`src/rtl/muldiv_seq_pkg.sv`:
```
// ---------------------------------------------------------------------------
// muldiv_seq_pkg
// Shared definitions for the iterative multiply/divide sequencer:
//   - operand/HI/LO width default
//   - mul/div opcode encodings as seen on the op port
//   - sequencer state encoding
//   - small opcode decode helpers
// ---------------------------------------------------------------------------
package muldiv_seq_pkg;

  localparam int unsigned DATA_W_DEF = 32;

  typedef enum logic [1:0] {
    MD_MULT  = 2'b00,
    MD_MULTU = 2'b01,
    MD_DIV   = 2'b10,
    MD_DIVU  = 2'b11
  } md_op_e;

  typedef enum logic [1:0] {
    IDLE = 2'd0,
    CALC = 2'd1,
    FIX  = 2'd2
  } md_state_e;

  // op[1] selects divide, op[0] selects the unsigned variant.
  function automatic logic op_is_div(input logic [1:0] op);
    return op[1];
  endfunction

  function automatic logic op_is_signed(input logic [1:0] op);
    return ~op[0];
  endfunction

endpackage

```
`src/rtl/muldiv_seq_if.sv`:
```
// ---------------------------------------------------------------------------
// muldiv_seq_if
// Pipeline-side bundle of the multiply/divide sequencer.
//   start/op/a/b          : issue a MULT/MULTU/DIV/DIVU
//   mthi/mtlo/wdata       : direct HI/LO writes
//   hilo_rd               : EX-stage MFHI/MFLO present
//   hi/lo                 : architectural HI/LO
//   busy/done/stall_req   : status and hazard request
// master = pipeline side, slave = sequencer.
// ---------------------------------------------------------------------------
interface muldiv_seq_if
  import muldiv_seq_pkg::*;
#(
  parameter int unsigned DATA_W = DATA_W_DEF
) ();

  logic              start;
  logic [1:0]        op;
  logic [DATA_W-1:0] a;
  logic [DATA_W-1:0] b;
  logic              mthi;
  logic              mtlo;
  logic [DATA_W-1:0] wdata;
  logic              hilo_rd;
  logic [DATA_W-1:0] hi;
  logic [DATA_W-1:0] lo;
  logic              busy;
  logic              done;
  logic              stall_req;

  modport master (
    output start, op, a, b, mthi, mtlo, wdata, hilo_rd,
    input  hi, lo, busy, done, stall_req
  );

  modport slave (
    input  start, op, a, b, mthi, mtlo, wdata, hilo_rd,
    output hi, lo, busy, done, stall_req
  );

endinterface

```
`src/rtl/muldiv_sign_fix.sv`:
```
// ---------------------------------------------------------------------------
// muldiv_sign_fix
// Combinational conditional two's-complement negate.
//   din  : value in
//   neg  : 1 = output -din, 0 = pass through
//   dout : result
// Used both to take operand magnitudes at capture and to restore result
// signs at the end of the loop.
// ---------------------------------------------------------------------------
module muldiv_sign_fix #(
  parameter int unsigned W = 32
) (
  input  logic [W-1:0] din,
  input  logic         neg,
  output logic [W-1:0] dout
);

  always_comb begin
    dout = din;
    if (neg) dout = ~din + W'(1);
  end

endmodule

```
`src/rtl/muldiv_seq.sv`:
```
// ---------------------------------------------------------------------------
// muldiv_seq
// Iterative MULT/MULTU/DIV/DIVU sequencer owning the HI/LO registers.
//   clk  : rising-edge clock
//   rst  : synchronous active-high reset (aborts any loop, clears HI/LO)
//   bus  : muldiv_seq_if.slave (issue, MTHI/MTLO, HI/LO, busy/done/stall)
// One iteration per cycle for DATA_W cycles, then one sign-fix cycle.
// Signed ops run on magnitudes; signs are restored in FIX.
// ---------------------------------------------------------------------------
module muldiv_seq
  import muldiv_seq_pkg::*;
#(
  parameter int unsigned DATA_W = DATA_W_DEF
) (
  input logic        clk,
  input logic        rst,
  muldiv_seq_if.slave bus
);

  localparam int unsigned CW = $clog2(DATA_W);

  md_state_e           state;
  logic [CW-1:0]       cnt;
  logic                is_div;
  logic                neg_a;
  logic                neg_b;
  logic                b_zero;
  // Multiply: opb = multiplicand, acc = {partial product, multiplier}.
  // Divide:   opb = divisor,      acc = {remainder, dividend/quotient}.
  logic [DATA_W-1:0]   opb;
  logic [2*DATA_W-1:0] acc;
  logic [DATA_W-1:0]   hi_q;
  logic [DATA_W-1:0]   lo_q;
  logic                busy_q;
  logic                done_q;

  // Operand capture
  logic              cap_signed;
  logic              cap_neg_a;
  logic              cap_neg_b;
  logic [DATA_W-1:0] a_mag;
  logic [DATA_W-1:0] b_mag;

  always_comb begin
    cap_signed = op_is_signed(bus.op);
    cap_neg_a  = cap_signed & bus.a[DATA_W-1];
    cap_neg_b  = cap_signed & bus.b[DATA_W-1];
  end

  muldiv_sign_fix #(.W(DATA_W)) u_mag_a (
    .din  (bus.a),
    .neg  (cap_neg_a),
    .dout (a_mag)
  );

  muldiv_sign_fix #(.W(DATA_W)) u_mag_b (
    .din  (bus.b),
    .neg  (cap_neg_b),
    .dout (b_mag)
  );

  // One iteration step
  logic [DATA_W:0]     mul_sum;
  logic [2*DATA_W-1:0] mul_next;
  logic [DATA_W:0]     div_shift;
  logic [DATA_W:0]     div_trial;
  logic                div_ok;
  logic [DATA_W-1:0]   div_rem;
  logic [2*DATA_W-1:0] div_next;

  always_comb begin
    // Shift-add: add multiplicand into the upper half when the current
    // multiplier LSB is set, then shift the whole accumulator right.
    mul_sum  = {1'b0, acc[2*DATA_W-1:DATA_W]} +
               {1'b0, (acc[0] ? opb : {DATA_W{1'b0}})};
    mul_next = {mul_sum, acc[DATA_W-1:1]};

    // Restoring divide: remainder stays below the divisor, so the shifted
    // value fits in DATA_W+1 bits and the trial borrow is its MSB.
    div_shift = {acc[2*DATA_W-1:DATA_W], acc[DATA_W-1]};
    div_trial = div_shift - {1'b0, opb};
    div_ok    = ~div_trial[DATA_W];
    div_rem   = div_ok ? div_trial[DATA_W-1:0] : div_shift[DATA_W-1:0];
    div_next  = {div_rem, acc[DATA_W-2:0], div_ok};
  end

  // Result sign restoration
  logic [2*DATA_W-1:0] prod_fix;
  logic [DATA_W-1:0]   quo_fix;
  logic [DATA_W-1:0]   rem_fix;
  logic                prod_neg;
  logic                quo_neg;

  always_comb begin
    prod_neg = neg_a ^ neg_b;
    // A zero divisor yields an all-ones quotient from the loop itself; it
    // is left un-negated, and the remainder (|a|) regains a's sign, so
    // HI ends up equal to the original dividend.
    quo_neg  = (neg_a ^ neg_b) & ~b_zero;
  end

  muldiv_sign_fix #(.W(2*DATA_W)) u_fix_prod (
    .din  (acc),
    .neg  (prod_neg),
    .dout (prod_fix)
  );

  muldiv_sign_fix #(.W(DATA_W)) u_fix_quo (
    .din  (acc[DATA_W-1:0]),
    .neg  (quo_neg),
    .dout (quo_fix)
  );

  muldiv_sign_fix #(.W(DATA_W)) u_fix_rem (
    .din  (acc[2*DATA_W-1:DATA_W]),
    .neg  (neg_a),
    .dout (rem_fix)
  );

  // Sequencer
  always_ff @(posedge clk) begin
    if (rst) begin
      state  <= IDLE;
      cnt    <= '0;
      is_div <= 1'b0;
      neg_a  <= 1'b0;
      neg_b  <= 1'b0;
      b_zero <= 1'b0;
      opb    <= '0;
      acc    <= '0;
      hi_q   <= '0;
      lo_q   <= '0;
      busy_q <= 1'b0;
      done_q <= 1'b0;
    end else begin
      done_q <= 1'b0;
      case (state)
        IDLE: begin
          if (bus.start) begin
            is_div <= op_is_div(bus.op);
            neg_a  <= cap_neg_a;
            neg_b  <= cap_neg_b;
            b_zero <= (bus.b == '0);
            if (op_is_div(bus.op)) begin
              opb <= b_mag;
              acc <= {{DATA_W{1'b0}}, a_mag};
            end else begin
              opb <= a_mag;
              acc <= {{DATA_W{1'b0}}, b_mag};
            end
            cnt    <= '0;
            busy_q <= 1'b1;
            state  <= CALC;
          end else begin
            if (bus.mthi) hi_q <= bus.wdata;
            if (bus.mtlo) lo_q <= bus.wdata;
          end
        end

        CALC: begin
          acc <= is_div ? div_next : mul_next;
          cnt <= cnt + CW'(1);
          if (cnt == CW'(DATA_W - 1)) state <= FIX;
        end

        FIX: begin
          if (is_div) begin
            hi_q <= rem_fix;
            lo_q <= quo_fix;
          end else begin
            hi_q <= prod_fix[2*DATA_W-1:DATA_W];
            lo_q <= prod_fix[DATA_W-1:0];
          end
          done_q <= 1'b1;
          busy_q <= 1'b0;
          state  <= IDLE;
        end

        default: state <= IDLE;
      endcase
    end
  end

  assign bus.hi        = hi_q;
  assign bus.lo        = lo_q;
  assign bus.busy      = busy_q;
  assign bus.done      = done_q;
  assign bus.stall_req = busy_q & (bus.start | bus.hilo_rd | bus.mthi | bus.mtlo);

endmodule

```
`src/flat_wrapper.sv`:
```
// flat-port wrapper written by rule: the top's interface ports become plain ports
module muldiv_seq_flat import muldiv_seq_pkg::*;
#(
  parameter int unsigned DATA_W = DATA_W_DEF
)
  (clk, rst, bus_start, bus_op, bus_a, bus_b, bus_mthi, bus_mtlo, bus_wdata, bus_hilo_rd, bus_hi, bus_lo, bus_busy, bus_done, bus_stall_req);
  muldiv_seq_if #(.DATA_W(DATA_W)) bus_i ();
  input logic clk;
  input logic rst;
  input wire logic [$bits(bus_i.start)-1:0] bus_start;
  input wire logic [$bits(bus_i.op)-1:0] bus_op;
  input wire logic [$bits(bus_i.a)-1:0] bus_a;
  input wire logic [$bits(bus_i.b)-1:0] bus_b;
  input wire logic [$bits(bus_i.mthi)-1:0] bus_mthi;
  input wire logic [$bits(bus_i.mtlo)-1:0] bus_mtlo;
  input wire logic [$bits(bus_i.wdata)-1:0] bus_wdata;
  input wire logic [$bits(bus_i.hilo_rd)-1:0] bus_hilo_rd;
  output wire logic [$bits(bus_i.hi)-1:0] bus_hi;
  output wire logic [$bits(bus_i.lo)-1:0] bus_lo;
  output wire logic [$bits(bus_i.busy)-1:0] bus_busy;
  output wire logic [$bits(bus_i.done)-1:0] bus_done;
  output wire logic [$bits(bus_i.stall_req)-1:0] bus_stall_req;
  assign bus_i.start = bus_start;
  assign bus_i.op = bus_op;
  assign bus_i.a = bus_a;
  assign bus_i.b = bus_b;
  assign bus_i.mthi = bus_mthi;
  assign bus_i.mtlo = bus_mtlo;
  assign bus_i.wdata = bus_wdata;
  assign bus_i.hilo_rd = bus_hilo_rd;
  assign bus_hi = bus_i.hi;
  assign bus_lo = bus_i.lo;
  assign bus_busy = bus_i.busy;
  assign bus_done = bus_i.done;
  assign bus_stall_req = bus_i.stall_req;
  muldiv_seq #(.DATA_W(DATA_W)) u_core (.clk(clk), .rst(rst), .bus(bus_i));
endmodule
```
`config.mk`:
```
export PLATFORM = sky130hd
export DESIGN_NAME = muldiv_seq_flat
export DESIGN_NICKNAME = d
export VERILOG_FILES = /design/src/rtl/muldiv_seq_pkg.sv /design/src/rtl/muldiv_seq_if.sv /design/src/rtl/muldiv_sign_fix.sv /design/src/rtl/muldiv_seq.sv /design/src/flat_wrapper.sv
export SDC_FILE = /design/constraint.sdc
export NUM_CORES = 1
export LEC_CHECK = 0
export CORE_MARGIN = 2
export CORE_UTILIZATION = 45
export DETAILED_ROUTE_END_ITERATION = 12
export PLACE_DENSITY = 0.75
export REMOVE_ABC_BUFFERS = 1
export SETUP_SLACK_MARGIN = 0.3
export SLEW_MARGIN = 30
export SYNTH_ARGS = -nofsm -noshare
export SYNTH_HDL_FRONTEND = slang
export SYNTH_SLANG_ARGS = --single-unit
```
`constraint.sdc`:
```
create_clock -name clk -period 4.35 [get_ports clk]
set_clock_uncertainty 0.2 [all_clocks]
set_input_delay 0.87 -clock clk [delete_from_list [all_inputs] [get_ports clk]]
set_output_delay 0.87 -clock clk [all_outputs]
set_load 0.005 [all_outputs]
```
==> results of run 1 <==
placed cells by master, fill, tap and decap left out, drive strengths merged, types with 12 or more instances in the layout:
cell	instances
nor2	269
a21oi	217
nand2	173
dfxtp	173
clkdlybuf4s50	168
o21ai	101
xnor2	96
buf	75
xor2	74
a211oi	71
ha	70
inv	60
mux2i	55
o211ai	48
nor3	36
a31oi	33
a21o	32
clkbuf	24
o31ai	21
nand3	21
o21a	19
or3	19
a22oi	18
or4	18
nand2b	15
a211o	14
nor2b	14
nor4	14
o41ai	14
a221oi	13
o22ai	12
cell type report:
class	instances	area, um^2
fillers	2956	14210
multi-input cells	1612	10400
flip-flops and latches	173	3465
repair buffers	243	2280
well taps	402	503.0
clock buffers	24	491.7
inverters	61	232.7
clock inverters	8	58.81
what timing repair did:
item | in CTS | in global routing
resized for setup | 1 | 12
endpoints found under the setup margin | 5 | 45
setup buffers | 0 | 1
metrics by stage:
stage / area, um^2 / hold WS (ns) / cells / util / total power, W
floorplan: 13990 / 0.2236 / 1846 / - / 0.002892
finish: 17430 / 0.2542 / 2523 / 0.5509 / 0.005098
detailed placement: 16820 / 0.2461 / 2490 / 0.5315 / 0.003594
global placement: 16810 / 0.2406 / 2490 / 0.5313 / 0.003569
global route: 17430 / 0.2811 / 2523 / 0.5509 / 0.005321
CTS: 17370 / 0.2550 / 2522 / 0.5491 / 0.005050
cell families (layout without fill, tap and decap cells):
| group | count (synthesis) | count (layout) | synth area share |
|---|---|---|---|
| multiplexers | 60 | 60 | 0.04182 |
| adder cells (fa/ha/maj) | 72 | 72 | 0.06311 |
| flip-flops | 173 | 173 | 0.2387 |
| XOR/XNOR | 170 | 170 | 0.1026 |
| AO/OA/AOI/OAI | 676 | 676 | 0.3026 |
| AND/OR/NAND/NOR | 634 | 634 | 0.1999 |
| buffers and inverters | 195 | 336 | 0.05139 |
registers in the layout, summed over array words and instances, names as in the netlist:
register,count
u_core.neg_a,1
u_core.b_zero,1
u_core.bus.hi,32
u_core.cnt,5
u_core.neg_b,1
u_core.state,2
u_core.bus.lo,32
u_core.bus.done,1
u_core.opb,32
u_core.is_div,1
u_core.bus.busy,1
u_core.acc,64
tightest hold or removal path, cell delays in order, from the launching register on:
cell     delay (ns)
dfxtp_1        0.31
nand2_1        0.05
a21oi_1        0.05
layer usage:
| layer | track usage | routed length (um) |
|---|---|---|
| met1 | 0.3998 | 22330 |
| met2 | 0.4906 | 24080 |
| met3 | 0.04616 | 4003 |
| met4 | 0.1178 | 1829 |
| met5 | 0 | 0 |
power groups by stage:
stage / sequential [W] / clock [W] / combinational, W
after floorplan: 0.00181 / 0 / 0.00108
after global placement: 0.00183 / 0 / 0.00174
after detailed placement: 0.00183 / 0 / 0.00177
after CTS: 0.00179 / 0.00148 / 0.00178
after global routing: 0.00181 / 0.00154 / 0.00197
final: 0.00180 / 0.00147 / 0.00182
worst paths after layout:
path | startpoint | endpoint | slack, ns
min reg2reg | u_core.opb[25] | u_core.opb[25] | 0.25
max reg2reg | u_core.acc[20] | u_core.bus.hi[18] | 0.33
min | u_core.opb[25] | u_core.opb[25] | 0.25
max | u_core.acc[20] | u_core.bus.hi[18] | 0.33
==> metrics.md, run 1 <==
| Metric | Value |
|---|---|
| Worst-path fanout max | 6 |
| Worst-skew pair later-pin latency | 0.46 ns |
| First-pass GRT wire length | 79.97 mm |
| Clock transition at path regs | 0.07 ns |
| Clk sinks | 173 |
| Critical-path top delay cell | or4b_4 |
| Final period utilization | 0.9240 |
| Worst Path Required | 4.48 ns |
| Power Density | 292.5 nW/um^2 |
| Cell taking the most area after synthesis | dfxtp_1 |
| Seq cells post-synth | 173 |
| Leakage | 6.648 nW |
| Max VDD drop | 0.0002871 V |
| WP data arrival | 4.15 ns |
| CTS tree | built |
| Crit path launch type | flop |
| Vias per inst | 6.245 |
| N_diodes | 0 |
| HPWL after detailed placement | 40.28 mm |
| RD Place Congestion | 0.9866 |
| Area grow syn2layout | 20.10% |
| Detailed Routing Iterations Pass 1 | 6 |
| Final Max Tran Viols | 0 |
| Hold Crit Depth | 2 |
| Post-synth cell types | 81 |
| CP most frequent cell | or4_4 |
| Sw Share | 0.3625 |
| Initial Utilization | 0.4587 |
| Reg2Reg Depth | 10 |
| Cells along the critical path | or4_4 > or3_4 > or4_4 > o41ai_4 > nand3_2 > or4b_4 > nor4_4 > mux2i_1 > a21oi_1 > a2111oi_1 |
| Depth of the CTS H-tree | 4 |
| Layout cells sized above 1 | 0.07119 |
| Most common cell in the synthesized netlist | nor2_1 |
| Vias | 15760 |
| Hold Crit Class | flop to flop |
| Net load switching power | 0.001848 W |
| Pint | 0.003250 W |
| CP endpoint kind | flop |
| Post-synthesis sequential area ratio | 0.2387 |
| I/O pin total | 171 |
| Part of the power in the clock network | 0.289 |
| Hold Fails Final Rpt | 0 |
| DR DRC count | 0 |
| Post-Synthesis Cells | 1980 |
| Antenna violations before repair | 0 |
| Die Wd | 183.6 um |
| IO Port Bufs | 170 |
| Flop pwr share | 0.353 |
| EDFF count, synth | 0 |
| GR Util All Layers | 0.3012 |
| Final nets | 2284 |
| Max_slew headroom | 0.4358 |
| Mean post-synth cell area | 7.329 um^2 |
| Post-Syn Area | 14510 um^2 |
| Max_cap viols | 0 |
| Routed Antenna Nets | 0 |
| CP Buf/Inv Count | 0 |
| Core Rows | 65 |
| Worst path depth | 10 |
| Post-synth top cells | nor2_1, a21oi_1, dfxtp_1, nand2_1, clkbuf_1 |
| CTS Buf Count | 17 |
| Final setup fails | 0 |
| Synth top area share | 0.2387 |
| Area of the die | 33700 um^2 |
| Peak Freq | 248.8 MHz |
| Critical setup path kind | flop to flop |
| Unrepaired setup endpoints after global routing | true |
| Slowest cell delay on critical path | 0.59 ns |
| Clock Root Buffer | clkbuf_16 |
| Synth Flop Type | dfxtp_1 |
| Die Y | 183.6 um |
| Minimum setup slack after placement | 0.1019 ns |
| Crit path max-delay family | simple AND/OR/NAND/NOR gates |
| Status | complete, no violations |
| YS warnings | 0 |
| Crit path time final | 4.019 ns |
| Comb pwr share | 0.358 |
| Vias in the first global route | 14390 |
| Worst-margin pin slew | 0.8438 ns |
| Core Region | 31640 um^2 |
| Setup tns final | 0 ns |
| Final wirelength | 52.25 mm |
| Most area-consuming cells after synthesis | dfxtp_1, a21oi_1, nor2_1, ha_1, xnor2_1 |
| GR Overflow Total | 0 |
| Wire length per cell | 20.71 um |
| Deepest clock path buffer count | 2 |
| Starting DRT DRC Count | 1539 |
| FFs w/ async S/R, synth | 0 |
| Largest net degree at the start of global routing | 73 |
| Hold_buf cts | 0 |
| Final Worst Setup Slack | 0.3307 ns |
Power figures use the tool's default switching activity.
==> run 2, diff against run 1 <==
Settings changed: PLACE_DENSITY 0.75 to 0.74, SYNTH_HIERARCHICAL set to 1.
==> run 2 against run 1 <==
  * Global-route usage fell by 0.51 points
  * First-iteration DRC count rose by 16%
  * Synthesized area rose by 21%
  * Flip-flop and latch count did not move
  * Highest routed layer is now met5
  * Combinational power rose by 26%
  * Critical path type unchanged
  * Worst hold slack improved by 0.031 ns
  * Via count rose by 15%
  * Synthesized cell count rose by 12%
==> metrics.md, run 2 <==
| Metric | Value |
|---|---|
| DR DRC count | 0 |
| IO Port Bufs | 170 |
| Die Wd | 201.8 um |
| Hold_ws | 0.2852 ns |
| Met2 GRT Util | 0.4824 |
| Starting DRT DRC Count | 1789 |
| Hold Fails Final Rpt | 0 |
| GR Util All Layers | 0.2961 |
| Post-Synthesis Cells | 2214 |
| Crit path launch type | flop |
| Area of the die | 40720 um^2 |
| WP data arrival | 4.06 ns |
| Worst-path fanout max | 21 |
| Seq cells post-synth | 173 |
| FFs w/ async S/R, synth | 0 |
| Max_cap viols | 0 |
| Post-Syn Area | 17600 um^2 |
| Worst-skew pair later-pin latency | 0.45 ns |
| CP endpoint kind | flop |
| GR Overflow Total | 0 |
| Antenna violations before repair | 3 |
| RD Place Congestion | 0.9998 |
| Crit path time final | 3.895 ns |
| YS warnings | 6 |
| Largest net degree at the start of global routing | 87 |
| Setup tns final | 0 ns |
| Worst-margin pin slew | 0.9784 ns |
| Leakage | 7.620 nW |
| Peak Freq | 256.7 MHz |
| Cell taking the most area after synthesis | dfxtp_1 |
| Detailed Routing Iterations Pass 1 | 6 |
| Vias | 18190 |
| Routed Antenna Nets | 0 |
| Clock transition at path regs | 0.07 ns |
| CTS tree | built |
| Commonest non-fill, non-tap cells in the layout | nor2_1, xnor2_1, mux2i_1, dfxtp_1, clkdlybuf4s50_1 |
| EDFF count, synth | 0 |
| Max_slew headroom | 0.3477 |
| Mean post-synth cell area | 7.951 um^2 |
| Max VDD drop | 0.0002317 V |
| Die Y | 201.8 um |
| Worst Path Required | 4.51 ns |
| Synth top area share | 0.1967 |
| Status | complete, no violations |
| Power Density | 280.7 nW/um^2 |
| Most common cell in the synthesized netlist | nor2_1 |
| Post-synthesis sequential area ratio | 0.1967 |
| Deepest clock path buffer count | 2 |
| Final setup fails | 0 |
| Area grow syn2layout | 17.02% |
| Post-synth top cells | nor2_1, xnor2_1, mux2i_1 |
| CP most frequent cell | a21oi_2 |
| Clk sinks | 173 |
| Commonest non-fill, non-tap cell in the layout | nor2_1 |
| Core Rows | 72 |
| HPWL after detailed placement | 47.28 mm |
| Cells along the critical path | inv_1 > fa_1 > nor2b_1 > o211ai_1 > a21oi_2 > a21oi_2 > o21a_1 > o211ai_4 > buf_12 > mux2i_1 > a21oi_1 > nor3_1 |
| Layout cells sized above 1 | 0.09033 |
| Final wirelength | 62.03 mm |
| Final nets | 2500 |
| Synth Flop Type | dfxtp_1 |
| Unrepaired setup endpoints after global routing | false |
| Vias in the first global route | 17200 |
| Depth of the CTS H-tree | 4 |
| I/O pin total | 171 |
| Final period utilization | 0.8955 |
| Slowest cell delay on critical path | 0.62 ns |
| Grt met3 use | 0.05079 |
| Postcts setup bufs | 0 |
| Most area-consuming cells after synthesis | dfxtp_1, xnor2_1, mux2i_1, a211oi_1, ha_1 |
| Wire length per cell | 21.71 um |
| CTS Buf Count | 17 |
| Initial Utilization | 0.4555 |
| Hold_buf cts | 0 |
| Post-synth cell types | 98 |
| Critical setup path kind | flop to flop |
| Hold Crit Class | flop to flop |
| Vias per inst | 6.366 |
| Core Region | 38650 um^2 |
| First-pass GRT wire length | 96.99 mm |
| Max reg flops | 64 |
| Clock Root Buffer | clkbuf_16 |
| CTS resizes | 0 |
| Final Max Tran Viols | 0 |
| Most flop-heavy register | u_core/acc |
| Met1 Usage GRT | 0.3892 |
| Most Crowded Layer GR | met2 |
| Critical-path top delay cell | o211ai_4 |
[run 2: cell types whose count changed in the layout (fill, tap and decap cells not counted), sizes merged, moves of 26 or more]
cell    delta
xnor2    +119
o41ai     +39
o211ai    -35
a21oi     -63
xor2      -57
nand2     -58
nor4      +26
a211oi    +94
mux2i    +119
nor2      -39
o31ai     +44
[run 2: critical path, delay by kind of cell, from the launching register on]
| family | cells | cell delay (ns) |
|---|---|---|
| AO/OA/AOI/OAI | 6 | 1.57 |
| flip-flops | 1 | 0.56 |
| adder cells (fa/ha/maj) | 1 | 0.47 |
| buffers and inverters | 2 | 0.41 |
| AND/OR/NAND/NOR | 2 | 0.38 |
| multiplexers | 1 | 0.21 |
[run 2: final timing paths]
kind | startpoint | endpoint | slack [ns] | cells after the start
worst max-delay path | u_core/acc[32] | u_core/acc[33] | 0.45 | 12
worst min-delay path | u_core/cnt[4] | u_core/cnt[4] | 0.29 | 2
worst max register to register | u_core/acc[32] | u_core/acc[33] | 0.45 | 12
worst min register to register | u_core/cnt[4] | u_core/cnt[4] | 0.29 | 2
[run 2: stage by stage]
step	power, W	util	setup WS [ns]	std cells	cell area (um^2)
after global placement	0.004081	0.5173	0.4917	2822	19990
after detailed placement	0.004125	0.5175	0.4682	2822	20000
after floorplan	0.003321	-	-1.873	2067	17000
final	0.005782	0.5330	0.4546	2857	20600
after CTS	0.005720	0.5328	0.5026	2854	20590
after global routing	0.006018	0.5328	0.3142	2854	20590
[run 2: logic make-up after synthesis]
group           after synthesis  share of synthesized area
mux                         174                    0.09894
xor+xnor                    232                     0.1154
fa+ha+maj                    73                    0.05274
compound gates              694                     0.2823
flops                       173                     0.1967
buf+inv                     211                    0.04791
simple gates                657                     0.2059
[run 2: routing by layer]
layer,vias to the layer above,part of all wire
li1,8465,-
met3,167,0.088
met1,8677,0.42
met2,876,0.45
met5,-,0.00013
met4,2,0.040
[run 2: power breakdown]
| part | internal (W) | leakage, nW | switching, W |
|---|---|---|---|
| Combinational | 0.000938 | 5.91 | 0.00136 |
| Sequential | 0.00168 | 1.42 | 0.000184 |
| Clock | 0.000778 | 0.290 | 0.000842 |
[run 2: final cells by class]
type / instances / area (um^2)
diodes: 3 / 7.507
inverters: 64 / 240.2
well taps: 518 / 648.1
multi-input cells: 1830 / 13380
clock inverters: 15 / 168.9
clock buffers: 17 / 425.4
fillers: 3572 / 18050
flip-flops and latches: 173 / 3467
repair buffers: 237 / 2262
==> run 3, diff against run 2 <==
Settings changed: REMOVE_ABC_BUFFERS 1 to unset.
==> run 3 against run 2 <==
  * Register-to-register slack better by 0.16 ns
  * Wire length is 3.6% lower
  * First-iteration DRC count decreased by 12%
  * Flip-flop and latch count did not move
  * Core utilization grew 0.084 points
  * Worst hold slack lost 0.020 ns
  * Combinational power barely moved
  * Critical path depth is 1 higher
  * Critical path type unchanged
  * Critical endpoint is now u_core/acc[63]
==> metrics.md, run 3 (synthesis gave the netlist of run 2 again) <==
| Metric | Value |
|---|---|
| Leakage | 7.653 nW |
| Unrepaired setup endpoints after global routing | false |
| Clock transition at path regs | 0.07 ns |
| GR Overflow Total | 0 |
| IO Port Bufs | 170 |
| Max VDD drop | 0.0002893 V |
| Final Worst Setup Slack | 0.6117 ns |
| I/O pin total | 171 |
| Die Wd | 201.8 um |
| Starting DRT DRC Count | 1575 |
| Util after Layout | 0.5339 |
| Hold Crit Class | flop to flop |
| Max_slew headroom | 0.3562 |
| Area of the die | 40720 um^2 |
| Final setup fails | 0 |
| N_diodes | 0 |
| CTS tree | built |
| Dpl cells | 2827 |
| Hold Path Sink | u_core/cnt[3] |
| Area grow syn2layout | 17.21% |
| Minimum setup slack after placement | 0.5887 ns |
| Hold_buf cts | 0 |
| Setup tns final | 0 ns |
| Deepest clock path buffer count | 2 |
| Status | complete, no violations |
| Core Region | 38650 um^2 |
| RR Endpoint | u_core/acc[63] |
| Clock Root Buffer | clkbuf_16 |
| Reg2Reg Depth | 13 |
| Critical-path top delay cell | dfxtp_1 |
| Crit. Startpoint | u_core/acc[0] |
| Post-Layout Cell Count | 2859 |
| Slowest cell delay on critical path | 0.49 ns |
| Flop-to-flop setup slack | 0.61 ns |
| CP endpoint kind | flop |
| Max reg flops | 64 |
| Worst-skew pair later-pin latency | 0.45 ns |
| Wire length per cell | 20.93 um |
| HPWL after detailed placement | 46.93 mm |
| Die Y | 201.8 um |
| Core Rows | 72 |
| Detailed Routing Iterations Pass 1 | 6 |
| RD Place Congestion | 0.9839 |
| Peak Freq | 267.5 MHz |
| Worst Path Required | 4.50 ns |
| Clk sinks | 173 |
| Worst-margin pin slew | 0.9657 ns |
| Most flop-heavy register | u_core/acc |
| Total area of sequential cells | 3467 um^2 |
| Crit path launch type | flop |
| Commonest non-fill, non-tap cell in the layout | nor2_1 |
| DR DRC count | 0 |
| Origin of the critical flop-to-flop path | u_core/acc[0] |
| Hold Fails Final Rpt | 0 |
| Vias per inst | 6.238 |
| Final period utilization | 0.8594 |
| GR Util All Layers | 0.2854 |
| CTS Buf Count | 17 |
| Final nets | 2505 |
| Max_cap viols | 0 |
| Hold_ws | 0.2649 ns |
| Syn_nets | 2391 |
| Final Max Tran Viols | 0 |
| Hold Crit Depth | 1 |
| Depth of the CTS H-tree | 4 |
| Power Density | 277.3 nW/um^2 |
| First-pass GRT wire length | 92.69 mm |
| Largest net degree at the start of global routing | 86 |
| Vias in the first global route | 16890 |
| Antenna violations before repair | 0 |
| Routed Antenna Nets | 0 |
| Multi-input logic area | 13370 um^2 |
| Final wirelength | 59.83 mm |
| Initial Utilization | 0.4555 |
| Cells along the critical path | and2_1 > ha_1 > inv_1 > fa_1 > nor2b_1 > o211ai_1 > a31oi_1 > o21ai_0 > o21ai_1 > a21oi_1 > o21ai_0 > a21oi_1 > a2111oi_2 |
| Vias | 17830 |
| Commonest non-fill, non-tap cells in the layout | nor2_1, xnor2_1, mux2i_1, dfxtp_1, clkdlybuf4s50_1 |
| Fill cell count | 3623 |
| WP data arrival | 3.89 ns |
| Hold wc startpoint | u_core/cnt[3] |
| Critical setup path kind | flop to flop |
| Crit path time final | 3.738 ns |
| Layout cells sized above 1 | 0.09227 |
| Worst-path fanout max | 9 |
-- run 3: cell types whose count changed in the layout (fill, tap and decap cells not counted), moves of 2 or more --
cell and delta:
clkinv_4 +6, inv_8 -2, inv_6 -3, clkinv_8 -4
clkbuf_8 +3, diode_2 -3, buf_4 +4
-- run 3: area by class of cell --
type | instances | area share
clock buffers | 20 | 0.02262
clock inverters | 12 | 0.006307
inverters | 64 | 0.01164
multi-input cells | 1830 | 0.6480
flip-flops and latches | 173 | 0.1680
well taps | 518 | 0.03141
repair buffers | 242 | 0.1120
-- run 3: power by group --
group	leakage [nW]	internal, W	switching (W)
Clock	0.296	0.000853	0.000730
Sequential	1.42	0.00169	0.000170
Combinational	5.94	0.000942	0.00134
-- run 3: layer usage --
layer / share of wire / vias up / global-route usage
met4: 0.043 / 0 / 0.1268
li1: - / 8470 / -
met1: 0.43 / 8479 / 0.3635
met3: 0.066 / 142 / 0.04112
met2: 0.47 / 743 / 0.4785
met5: 0 / - / 0
-- run 3: worst max-delay path, delay by kind of cell, from the launching register on --
family                   cells  cell delay [ns]
flip-flops                   1             0.49
AO/OA/AOI/OAI                8             1.92
adder cells (fa/ha/maj)      2             0.60
buffers and inverters        1             0.07
AND/OR/NAND/NOR              2             0.35
-- run 3: metrics by stage --
step,power (W),area [um^2]
final,0.005721,20630
after global routing,0.005997,20630
after CTS,0.005702,20630
after detailed placement,0.004126,20030
after global placement,0.004085,20000
after floorplan,0.003362,17600
-- run 3: worst max-delay path by stage --
stage	cells after the start	end	slack (ns)
2_1_floorplan	13	u_core/acc[60]	0.79
3_3_place_gp	9	u_core/acc[23]	0.69
3_5_place_dp	9	u_core/acc[31]	0.59
4_1_cts	13	u_core/acc[63]	0.58
5_1_grt	13	u_core/acc[63]	0.35
6_report	13	u_core/acc[63]	0.61
-- run 3: timing repair --
item	in CTS	in global routing
gates resized for setup	0	1
setup buffers	0	0
setup endpoints to repair	0	1
endpoints found under the hold margin	0	0
